### src/rtl/reg_scoreboard.sv
// Register-hazard scoreboard for a multi-issue in-order pipeline.
// Each architectural register has a latency countdown. Each source operand is
// reported busy while its producer's result is still in flight, or when an
// older slot in the same issue group writes it. Slots are granted strictly in
// order, so a blocked slot also blocks every younger slot.
module reg_scoreboard #(
  parameter int NREGS  = 32,
  parameter int AW     = 5,
  parameter int NISSUE = 2,
  parameter int NSRC   = 2,
  parameter int LATW   = 3
) (
  input  logic                        clk,
  input  logic                        reset,
  input  logic                        flush,
  input  logic [NISSUE-1:0]           issue_valid,
  input  logic [NISSUE-1:0]           issue_wr,
  input  logic [NISSUE*AW-1:0]        issue_dst,
  input  logic [NISSUE*LATW-1:0]      issue_lat,
  input  logic [NISSUE*NSRC*AW-1:0]   src_addr,
  output logic [NISSUE*NSRC-1:0]      src_busy,
  output logic [NISSUE-1:0]           issue_ok,
  output logic                        stall,
  output logic [NREGS-1:0]            busy_vec
);

  logic [LATW-1:0]  cnt_q [NREGS];
  logic [LATW-1:0]  cnt_d [NREGS];
  logic [NREGS-1:0] busy_vec_q;
  logic [NREGS-1:0] busy_vec_d;

  // Source-busy: a pending countdown, or an older same-group slot writing it.
  always_comb begin
    logic [AW-1:0] s;
    logic          b;
    // NOTE: every output of a combinational block gets a default first, so no
    // path through the block can leave it unassigned and infer a latch.
    src_busy = '0;
    s        = '0;
    b        = 1'b0;
    for (int i = 0; i < NISSUE; i++) begin
      for (int j = 0; j < NSRC; j++) begin
        s = src_addr[(i*NSRC+j)*AW +: AW];
        b = (s != '0) && (cnt_q[s] != '0);
        for (int k = 0; k < i; k++) begin
          if (issue_valid[k] && issue_wr[k] &&
              (issue_dst[k*AW +: AW] == s) && (s != '0))
            b = 1'b1;
        end
        src_busy[i*NSRC+j] = b;
      end
    end
  end

  // In-order grant chain: a slot issues only if every older slot issued.
  always_comb begin
    logic older_ok;
    issue_ok = '0;
    stall    = 1'b0;
    older_ok = 1'b1;
    for (int i = 0; i < NISSUE; i++) begin
      issue_ok[i] = issue_valid[i] && !flush && !reset &&
                    !(|src_busy[i*NSRC +: NSRC]) && older_ok;
      older_ok    = issue_ok[i];
      if (issue_valid[i] && !issue_ok[i])
        stall = 1'b1;
    end
  end

  // Next countdowns: decrement, then raise to Le-1 for each granted write.
  always_comb begin
    logic [AW-1:0]   d;
    logic [LATW-1:0] l;
    logic [LATW-1:0] le_m1;
    d     = '0;
    l     = '0;
    le_m1 = '0;
    for (int r = 0; r < NREGS; r++)
      cnt_d[r] = (cnt_q[r] != '0) ? cnt_q[r] - LATW'(1) : '0;
    for (int i = 0; i < NISSUE; i++) begin
      d     = issue_dst[i*AW +: AW];
      l     = issue_lat[i*LATW +: LATW];
      // A latency of 0 behaves like 1: full forwarding, counter stays at 0.
      le_m1 = (l == '0) ? '0 : l - LATW'(1);
      // Taking the max covers WAW against older writes and same-group writes.
      if (issue_ok[i] && issue_wr[i] && (d != '0) && (le_m1 > cnt_d[d]))
        cnt_d[d] = le_m1;
    end
    if (flush) begin
      for (int r = 0; r < NREGS; r++)
        cnt_d[r] = '0;
    end
    for (int r = 0; r < NREGS; r++)
      busy_vec_d[r] = (cnt_d[r] != '0);
  end

  // State register with synchronous reset; the counter array must be reset
  // because its contents decide hazards from the first cycle on.
  always_ff @(posedge clk) begin
    // NOTE: sequential state uses non-blocking assignments so every register
    // samples its next value from the same pre-edge snapshot.
    if (reset) begin
      for (int r = 0; r < NREGS; r++)
        cnt_q[r] <= '0;
      busy_vec_q <= '0;
    end else begin
      for (int r = 0; r < NREGS; r++)
        cnt_q[r] <= cnt_d[r];
      busy_vec_q <= busy_vec_d;
    end
  end

  assign busy_vec = busy_vec_q;

endmodule

### config.mk
export PLATFORM = sky130hd
export DESIGN_NAME = reg_scoreboard
export DESIGN_NICKNAME = d
export VERILOG_FILES = /design/src/rtl/reg_scoreboard.sv
export SDC_FILE = /design/constraint.sdc
export NUM_CORES = 1
export LEC_CHECK = 0
export ABC_AREA = 1
export CORE_MARGIN = 3
export CORE_UTILIZATION = 34
export DETAILED_ROUTE_END_ITERATION = 12
export PLACE_DENSITY = 0.47
export SLEW_MARGIN = 30
export SYNTH_ARGS = -nofsm -noshare
export SYNTH_HDL_FRONTEND = slang
export SYNTH_SLANG_ARGS = --single-unit
### constraint.sdc
create_clock -name clk -period 15.6 [get_ports clk]
set_clock_uncertainty 0.05 [all_clocks]
set_input_delay 3.12 -clock clk [delete_from_list [all_inputs] [get_ports clk]]
set_output_delay 3.12 -clock clk [all_outputs]
set_load 0.01 [all_outputs]
==> metrics.md, run 1 <==
| Metric | Value |
|---|---|
| Status | completed |
| Syn Inst Count | 2290 |
| Via count | 15667 |
| Initial antenna violation count | 0 |
| Peak supply drop | 78.6 uV |
| Power Density | 63.4 nW/um^2 |
| Syn nets | 2405 |
| I/O pin cnt | 82 |
| #FFs+latches synth | 128 |
| Hold endpoint | cnt_q[0][1]$_SDFF_PP0_ |
| Core area | 37800 sq um |
| # setup viols final | 0 |
| FFs w/ async S/R, synth | 0 |
| RSZ-0062 raised after global routing | no |
| Data required, critical path | 15.87 ns |
| Worst-Skew Late Latency | 0.45 ns |
| PortBufs | 81 |
| Mapped cell area | 13100 sq um |
| Tightest Hold Check Type | reg2reg |
| Critical R2R Launch | cnt_q[27][1]$_SDFF_PP0_ |
| GRT Overall Usage | 0.300 |
| Pins over their slew limit | 0 |
| Routed WL per cell | 22.1 um |
| Number of diodes | 0 |
| Unique masters post-synth | 46 |
| Clock share of power | 0.442 |
| Tcrit/Tclk final | 0.752 |
| H-Tree Depth | 4 |
| Prevailing post-synth register cell | dfxtp_1 |
| Setup crit end kind | flip-flop |
| DP HPWL | 46200 um |
| Max Fclk | 0.0853 GHz |
| Max Fanout on Critical Path | 60 |
| CTS tree | yes |
| Hold path cells | 2 |
| Clock buffer depth | 2 |
| Fin util | 0.395 |
| Final hold violations | 0 |
| Max Cap Viol | 0 |
| Drt pass-1 iters | 9 |
| CP Buf/Inv Count | 5 |
| Startpoint Class | input port |
| Switching share of power | 0.335 |
| Share of cells above drive strength 1 | 0.0476 |
| Vias in the first global route | 14602 |
| Clk pin slew, worst setup/hold paths | 0.06 ns |
| Initial DRC Count | 1604 |
| Internal | 0.000630 W |
| Flop-to-flop setup slack | 8.03 ns |
| Post-detailed-route count of antenna-violating nets | 0 |
| Design area | 15000 sq um |
| Relative slew slack | 0.313 |
| Post-CTS Setup Inserts | 0 |
| CTS sink cnt | 128 |
| Total CTS buffers | 17 |
| Fin nets | 2416 |
| Hold Path Origin | cnt_q[0][1]$_SDFF_PP0_ |
| Row count | 71 |
| Synth warnings | 0 |
| Die X | 203 um |
| Total grt overflow | 0 |
| Hold buffers post-CTS | 0 |
| PnR worst setup slack | 3.87 ns |
| Critical R2R Capture | busy_vec[8]$_SDFF_PP0_ |
| Sequential element share of the synthesized area | 0.195 |
| Routability Congestion | 0.975 |
| Crit Path Class | in2reg |
| Largest net degree at the start of global routing | 96 |
| Area delta synth->final | 13.9% |
| Global-route wire length before repair | 93400 um |
| Initial Util | 0.347 |
| Fin Setup TNS | 0 ns |
| Drt drc | 0 |
| Slew at the pin with the worst max-slew slack | 1.02 ns |
| Flop pwr share | 0.345 |
| Total wire length | 62500 um |
| Min Tclk post-route | 11.73 ns |
| Net Switching | 0.000318 W |
| P_leak | 8.10 nW |
| Total placed instance area | 14400 sq um |
| Die area | 41000 sq um |
| Combinational power share | 0.213 |
| Vias per cell | 5.55 |
| Crit path arrival time | 11.99 ns |
| CP delay by family, top | buffers and inverters |
| Die height | 203 um |
| Fillers | 4265 |
| EDFF count, synth | 0 |
| Worst-case setup slack after placement | 3.72 ns |
| Slowest stage delay, CP | 0.99 ns |
| CTS resizes | 0 |
| Syn_area_per_cell | 5.74 sq um |
| Root buf cell | clkbuf_16 |
| Worst r2r path cells | 30 |
| CP max stage cell | clkinv_1 |
-- power by group through the flow --
stage / registers [W] / clock network [W] / logic [W]
2_1_floorplan: 0.000334 / 0 / 0.000114
5_1_grt: 0.000327 / 0.000439 / 0.000213
3_5_place_dp: 0.000334 / 0 / 0.000196
4_1_cts: 0.000327 / 0.000429 / 0.000196
6_report: 0.000327 / 0.000419 / 0.000202
3_3_place_gp: 0.000334 / 0 / 0.000195
-- flip-flops by register name, indices dropped and copies added, names as in the netlist --
register	cells
busy_vec	32
cnt_q	96
-- cells in the mapped netlist (6+ instances only) --
cell	n	share of area
nand2_1	528	0.15
nand4_1	139	0.066
inv_1	345	0.099
buf_4	11	0.0063
nand3_1	344	0.13
nor2_1	208	0.059
o21ai_1	21	0.0080
inv_2	6	0.0017
nor3_1	21	0.0080
ha_1	72	0.069
o22ai_1	34	0.016
o2111ai_1	9	0.0060
clkbuf_1	75	0.021
o211ai_1	6	0.0034
buf_2	23	0.0088
and2_1	61	0.029
a21oi_1	62	0.024
o21ai_0	121	0.046
nor2_2	14	0.0067
a221oi_1	10	0.0067
dfxtp_1	128	0.20
-- per-stage QoR --
| stage | std cells | total power (W) | hold WS (ns) |
|---|---|---|---|
| 3_5_place_dp | 2792 | 0.000530 | 0.593 |
| 5_1_grt | 2824 | 0.000979 | 0.645 |
| 4_1_cts | 2823 | 0.000952 | 0.606 |
| 6_report | 2824 | 0.000948 | 0.609 |
| 3_3_place_gp | 2791 | 0.000530 | 0.599 |
| 2_1_floorplan | 2290 | 0.000448 | 0.450 |
-- layout by cell type, fill, tap and decap left out, types with 9 or more instances in the layout --
cell type | synthesis | final
nand2_1 | 528 | 528
nand3_1 | 344 | 344
inv_1 | 345 | 341
nor2_1 | 208 | 205
nand4_1 | 139 | 139
dfxtp_1 | 128 | 128
o21ai_0 | 121 | 121
clkdlybuf4s50_1 | 0 | 81
ha_1 | 72 | 72
a21oi_1 | 62 | 62
and2_1 | 61 | 61
o22ai_1 | 34 | 34
buf_4 | 11 | 27
o21ai_1 | 21 | 20
clkbuf_16 | 0 | 17
nor2_2 | 14 | 15
nor3_1 | 21 | 13
a221oi_1 | 10 | 10
o2111ai_1 | 9 | 9
-- how the worst max path moves through the flow --
stage                             from  cells after the start                 endpoint
after floorplan           issue_dst[1]                     31  busy_vec[12]$_SDFF_PP0_
after global placement    issue_dst[1]                     30   busy_vec[4]$_SDFF_PP0_
after detailed placement  issue_dst[1]                     30   busy_vec[8]$_SDFF_PP0_
after CTS                 issue_dst[1]                     30   busy_vec[8]$_SDFF_PP0_
after global routing      issue_dst[1]                     32   busy_vec[8]$_SDFF_PP0_
final                     issue_dst[1]                     30   busy_vec[8]$_SDFF_PP0_
-- per-layer routing --
metal  GRT usage  vias up  wire, um
met4       0.129        0      2910
met3      0.0542      141      4850
li1            -     7522         -
met1       0.398     7269     27100
met2       0.480      735     27600
met5           0        -         0
-- kinds of logic (layout without fill, tap and decap cells) --
| kind of cell | after synthesis | count (layout) | share of synthesized area |
|---|---|---|---|
| AND/OR/NAND/NOR | 1337 | 1337 | 0.471 |
| flip-flops | 128 | 128 | 0.195 |
| AO/OA/AOI/OAI | 279 | 279 | 0.121 |
| buffers and inverters | 471 | 494 | 0.143 |
| XOR/XNOR | 3 | 3 | 0.00200 |
| adder cells (fa/ha/maj) | 72 | 72 | 0.0686 |
-- worst min-delay path, stage by stage, from the launching register on --
cell,delay [ns]
dfxtp_1,0.33
a21oi_1,0.19
nor2_1,0.10
-- cell type report --
| cell class | instances | area, sq um | area share |
|---|---|---|---|
| clock buffer | 21 | 450 | 0.0301 |
| clock inverter | 10 | 138 | 0.00920 |
| inverter | 352 | 1320 | 0.0884 |
| multi-input combinational | 1691 | 8780 | 0.587 |
| sequential | 128 | 2560 | 0.171 |
| tap | 511 | 639 | 0.0428 |
| timing repair buffer | 111 | 1060 | 0.0711 |
Power figures use the tool's default switching activity.
==> inputs of run 2 (changes only) <==
- clock period: 15.6 -> 10.9 ns (I/O delays scaled with it)
==> run 2 against run 1 <==
- die area is the same
- register-to-register slack lost 3.6 ns
- highest routed layer unchanged
- routed wire length about the same
- first-iteration DRC count fell by 6.4%
- non-clock buffer count grew 8
==> metrics.md, run 2 (synthesis gave the netlist of run 1 again) <==
| Metric | Value |
|---|---|
| Largest register FFs | 96 (unchanged) |
| Hold buffers post-CTS | 0 (unchanged) |
| Vias per cell | 5.55 (about the same) |
| Root buf cell | clkbuf_16 |
| Tightest Hold Check Type | reg2reg |
| Max Fanout on Critical Path | 51 (-15%) |
| Slew at the pin with the worst max-slew slack | 1.01 ns (-0.0134 ns) |
| Share of cells above drive strength 1 | 0.0512 (+0.00369) |
| Most used cell, CP | nand2_1 |
| Core area | 37800 sq um (unchanged) |
| Initial Util | 0.347 (unchanged) |
| Tcrit/Tclk final | 0.835 |
| Post-detailed-route count of antenna-violating nets | 0 (unchanged) |
| Number of diodes | 0 (unchanged) |
| Final hold violations | 0 (unchanged) |
| DP HPWL | 47000 um (+1.7%) |
| CTS sink cnt | 128 (unchanged) |
| GRT Overall Usage | 0.299 (-0.00125) |
| P_leak | 8.15 nW (+0.62%) |
| Total grt overflow | 0 (unchanged) |
| Pins over their slew limit | 0 (unchanged) |
| Relative slew slack | 0.322 (+0.00902) |
| Fillers | 4246 (-0.45%) |
| Die area | 41000 sq um (unchanged) |
| Clk pin slew, worst setup/hold paths | 0.06 ns (about the same) |
| Die height | 203 um (unchanged) |
| Met3 WL post-DR | 4730 um (-2.3%) |
| Setup crit end kind | flip-flop |
| Worst-case setup slack after placement | 1.61 ns (-2.10 ns) |
| Most frequent cells in the layout | 528 x nand2_1, 344 x inv_1, 344 x nand3_1, 205 x nor2_1, 139 x nand4_1 |
| Min Tclk post-route | 9.10 ns |
| Met2 routed WL | 28000 um (+1.3%) |
| Fin util | 0.397 (+0.00185) |
| Max Used Layer | met4 |
| Max Fclk | 0.110 GHz |
| Global-route wire length before repair | 93200 um (-0.17%) |
| Initial DRC Count | 1502 (-6.4%) |
| Data required, critical path | 11.17 ns (-4.70 ns) |
| Fin nets | 2424 (+0.33%) |
| Crit Path Class | in2reg |
| Area delta synth->final | 14.4% |
| RSZ-0062 raised after global routing | no |
| Worst-Skew Late Latency | 0.46 ns (about the same) |
| Row count | 71 (unchanged) |
| PnR worst setup slack | 1.80 ns (-2.07 ns) |
| Total power | 0.00136 W (+43%) |
| Total CTS buffers | 17 (unchanged) |
| Largest Register | cnt_q |
| Largest net degree at the start of global routing | 64 (-33%) |
| Die X | 203 um (unchanged) |
| Slowest stage delay, CP | 0.77 ns (-0.22 ns) |
| Most common cell after layout, fill and taps aside | nand2_1 |
| Vias in the first global route | 14796 (+1.3%) |
| Status | completed |
| CP max stage cell | nor2_1 |
| PortBufs | 81 (unchanged) |
| Routed WL per cell | 22.1 um (-0.31%) |
| Power Density | 90.5 nW/um^2 (+43%) |
| H-Tree Depth | 4 (unchanged) |
| Routability Congestion | 1.01 (+3.2%) |
| CTS resizes | 0 (unchanged) |
| Met1 wire length | 27100 um (about the same) |
| Drt pass-1 iters | 6 (-3) |
| Total wire length | 62500 um (about the same) |
| Cells after DPL | 2801 (+0.32%) |
| Initial antenna violation count | 0 (unchanged) |
| CTS tree | yes |
| Fin Setup TNS | 0 ns (unchanged) |
| I/O pin cnt | 82 (unchanged) |
| Via count | 15709 (+0.27%) |
| Clock buffer depth | 2 (unchanged) |
| Drt drc | 0 (unchanged) |
| # setup viols final | 0 (unchanged) |
| Crit path arrival time | 9.36 ns (-2.63 ns) |
| Max Cap Viol | 0 (unchanged) |
| Final Non-Filler Cells | 2833 (+0.32%) |
| Post-CTS Setup Inserts | 0 (unchanged) |
| Peak supply drop | 123 uV (+57%) |
| Startpoint Class | input port |
## run 2: cell types whose count changed in the layout (fill, tap and decap cells not counted), moves of 2 or more
cell	previous run	this run
clkbuf_8	1	4
buf_4	27	35
clkinv_1	4	1
buf_12	0	3
inv_1	341	344
buf_6	2	0
## run 2: final timing paths
check | start | end | slack, ns | cells after the start
worst max-delay path | issue_dst[1] | busy_vec[12]$_SDFF_PP0_ | 1.80 | 34
worst min-delay path | cnt_q[0][1]$_SDFF_PP0_ | cnt_q[0][1]$_SDFF_PP0_ | 0.63 | 3
worst max register to register | cnt_q[3][0]$_SDFF_PP0_ | busy_vec[12]$_SDFF_PP0_ | 4.39 | 30
worst min register to register | cnt_q[0][1]$_SDFF_PP0_ | cnt_q[0][1]$_SDFF_PP0_ | 0.63 | 3
## run 2: power by group
group	leakage [nW]	internal, W	switching (W)
Sequential	1.03	0.000468	0.000000131
Clock	0.287	0.000361	0.000236
Combinational	6.83	0.0000761	0.000219
Total	8.15	0.000905	0.000455
## run 2: metal layers
layer	GRT usage	vias up
met2	0.479	652
met3	0.0667	147
li1	-	7538
met1	0.387	7372
met5	0	-
met4	0.128	0
## run 2: layout make-up
| cell class | instances | area [sq um] | share of cell area |
|---|---|---|---|
| multi-input combinational | 1691 | 8770 | 0.584 |
| sequential | 128 | 2560 | 0.171 |
| inverter | 352 | 1320 | 0.0879 |
| timing repair buffer | 119 | 1130 | 0.0754 |
| tap | 511 | 639 | 0.0426 |
| clock buffer | 24 | 492 | 0.0327 |
| clock inverter | 8 | 103 | 0.00683 |
## run 2: through the flow
stage	hold WS (ns)	cell area, sq um
final	0.627	15000
after global routing	0.686	15000
after CTS	0.632	15000
after detailed placement	0.618	14400
after global placement	0.603	14400
after floorplan	0.450	13100
## run 2: worst max-delay path: cells and delay by family
family	cells	cell delay, ns
compound gates	8	1.89
fa+ha+maj	2	0.52
buf+inv	7	1.94
simple gates	17	2.74
==> inputs of run 3 (changes only) <==
- clock period: 10.9 -> 8.9 ns (I/O delays scaled with it)
==> run 3 against run 2 <==
- power is 20% higher
- combinational power up 29%
- critical endpoint is now busy_vec[31]$_SDFF_PP0_
- first-iteration DRC count rose by 11%
==> metrics.md, run 3 (synthesis gave the netlist of run 1 again) <==
| Metric | Value |
|---|---|
| Status | completed |
| P_leak | 8.26 nW (+1.3%) |
| Hold path cells | 2 (-1) |
| Peak supply drop | 153 uV (+24%) |
| Crit Path Class | in2reg |
| Routability Congestion | 0.962 (-4.4%) |
| Via count | 15866 (+1.0%) |
| DP HPWL | 47600 um (+1.2%) |
| Initial DRC Count | 1673 (+11%) |
| Worst-Skew Late Latency | 0.47 ns (about the same) |
| Flop-to-flop setup slack | 2.46 ns (-1.93 ns) |
| Die area | 41000 sq um (unchanged) |
| Relative slew slack | 0.323 (+0.000654) |
| Final hold violations | 0 (unchanged) |
| Pins over their slew limit | 0 (unchanged) |
| Design area | 15200 sq um (+1.4%) |
| Root buf cell | clkbuf_16 |
| Largest Register | cnt_q |
| Vias per cell | 5.56 (+0.22%) |
| Area delta synth->final | 16.0% |
| Largest register FFs | 96 (unchanged) |
| Crit path arrival time | 8.69 ns (-0.67 ns) |
| Die X | 203 um (unchanged) |
| Core area | 37800 sq um (unchanged) |
| Worst-case setup slack after placement | 0.306 ns (-1.31 ns) |
| Clock buffer depth | 2 (unchanged) |
| CP delay by family, top | simple AND/OR/NAND/NOR gates |
| CTS sink cnt | 128 (unchanged) |
| Row count | 71 (unchanged) |
| Total placed instance area | 14700 sq um (+1.7%) |
| PortBufs | 81 (unchanged) |
| Max Fanout on Critical Path | 26 (-49%) |
| CP Buf/Inv Count | 7 (unchanged) |
| I/O pin cnt | 82 (unchanged) |
| Critical R2R Capture | busy_vec[31]$_SDFF_PP0_ |
| Hold buffers post-CTS | 0 (unchanged) |
| Tightest Hold Check Type | reg2reg |
| Max Cap Viol | 0 (unchanged) |
| PnR worst setup slack | 0.501 ns (-1.30 ns) |
| Total wire length | 64300 um (+2.8%) |
| Startpoint Class | input port |
| Max Fclk | 0.119 GHz |
| Fillers | 4246 (unchanged) |
| Setup crit end kind | flip-flop |
| Hold endpoint | cnt_q[0][1]$_SDFF_PP0_ |
| Die height | 203 um (unchanged) |
| Clk pin slew, worst setup/hold paths | 0.06 ns (about the same) |
| Total CTS buffers | 17 (unchanged) |
| Vias in the first global route | 14771 (-0.17%) |
| Worst r2r path cells | 31 (+3.3%) |
| RSZ-0062 raised after global routing | no |
| Tcrit/Tclk final | 0.944 |
| Share of cells above drive strength 1 | 0.0606 (+0.00933) |
| Critical R2R Launch | cnt_q[18][1]$_SDFF_PP0_ |
| Min Tclk post-route | 8.40 ns |
| Number of diodes | 0 (unchanged) |
| Initial antenna violation count | 1 (+1) |
| Power Density | 107 nW/um^2 (+18%) |
| CP max stage cell | inv_1 |
| Drt pass-1 iters | 6 (unchanged) |
| H-Tree Depth | 4 (unchanged) |
| CTS resizes | 0 (unchanged) |
| Global-route wire length before repair | 95500 um (+2.4%) |
| Fin Setup TNS | 0 ns (unchanged) |
| Fin util | 0.403 (+0.00552) |
| GRT Overall Usage | 0.309 (+0.00987) |
| Routed WL per cell | 22.5 um (+2.0%) |
| Hold Path Origin | cnt_q[0][1]$_SDFF_PP0_ |
| Fin nets | 2448 (+0.99%) |
| Most frequent cells in the layout | 528 x nand2_1, 344 x nand3_1, 343 x inv_1, 205 x nor2_1, 139 x nand4_1 |
| Initial Util | 0.347 (unchanged) |
| Slowest stage delay, CP | 0.65 ns (-0.12 ns) |
| Post-CTS Setup Inserts | 0 (unchanged) |
| Data required, critical path | 9.19 ns (-1.98 ns) |
| Drt drc | 0 (unchanged) |
| CTS tree | yes |
| Most common cell after layout, fill and taps aside | nand2_1 |
| Largest net degree at the start of global routing | 95 (+48%) |
| # setup viols final | 0 (unchanged) |
| Total grt overflow | 0 (unchanged) |
| Post-detailed-route count of antenna-violating nets | 0 (unchanged) |
| Slew at the pin with the worst max-slew slack | 1.01 ns (-0.000972 ns) |
==> run 3: changes by cell type in the layout (fill, tap and decap cells not counted), sizes merged <==
| cell | before | now |
|---|---|---|
| inv | 352 | 351 |
| clkbuf | 24 | 20 |
| clkinv | 4 | 7 |
| clkinvlp | 2 | 3 |
| bufinv | 2 | 1 |
| buf | 38 | 62 |
==> run 3: metrics by stage <==
stage / hold slack (ns) / std cells / total power [W]
global route: 0.729 / 2855 / 0.00168
floorplan: 0.450 / 2290 / 0.000786
CTS: 0.648 / 2853 / 0.00163
finish: 0.654 / 2855 / 0.00163
detailed placement: 0.635 / 2823 / 0.000954
global placement: 0.630 / 2823 / 0.000955
==> run 3: worst max-delay path by stage <==
stage,from,cells past startpoint,slack [ns],to
after floorplan,issue_dst[1],31,2.11,busy_vec[14]$_SDFF_PP0_
after global placement,issue_dst[0],31,0.51,busy_vec[15]$_SDFF_PP0_
after detailed placement,issue_dst[0],31,0.31,busy_vec[7]$_SDFF_PP0_
after CTS,issue_dst[0],31,0.77,busy_vec[31]$_SDFF_PP0_
after global routing,issue_dst[0],31,0.15,busy_vec[31]$_SDFF_PP0_
final,issue_dst[0],31,0.50,busy_vec[31]$_SDFF_PP0_
==> run 3: power by group <==
part	total, W	internal, W	switching (W)
logic	0.000380	0.000104	0.000276
clock network	0.000674	0.000386	0.000289
registers	0.000573	0.000573	0.000000154
total	0.00163	0.00106	0.000565
==> run 3: cell type report <==
cell class / count / area, sq um / area share
Multi-Input combinational cell: 1691 / 8790 / 0.577
Sequential cell: 128 / 2560 / 0.168
Clock buffer: 20 / 447 / 0.0293
Clock inverter: 10 / 90.1 / 0.00591
Inverter: 352 / 1320 / 0.0867
Tap cell: 511 / 639 / 0.0420
Timing Repair Buffer: 143 / 1390 / 0.0911
==> run 3: worst register-to-register path, delay by kind of cell, from the launching register on <==
| family | cells | cell delay, ns |
|---|---|---|
| AOI/OAI and AO/OA | 8 | 2.08 |
| adders and majority gates | 2 | 0.64 |
| and+or+nand+nor | 18 | 2.50 |
| buffers and inverters | 3 | 0.66 |
| DFF | 1 | 0.37 |
==> run 3: routing by layer <==
metal	wire length (um)	track usage	vias up	share of wire
li1	-	-	7571	-
met1	28000	0.422	7386	0.44
met2	28400	0.481	790	0.44
met3	5300	0.0531	119	0.082
met4	2570	0.130	0	0.040
met5	0	0	-	0
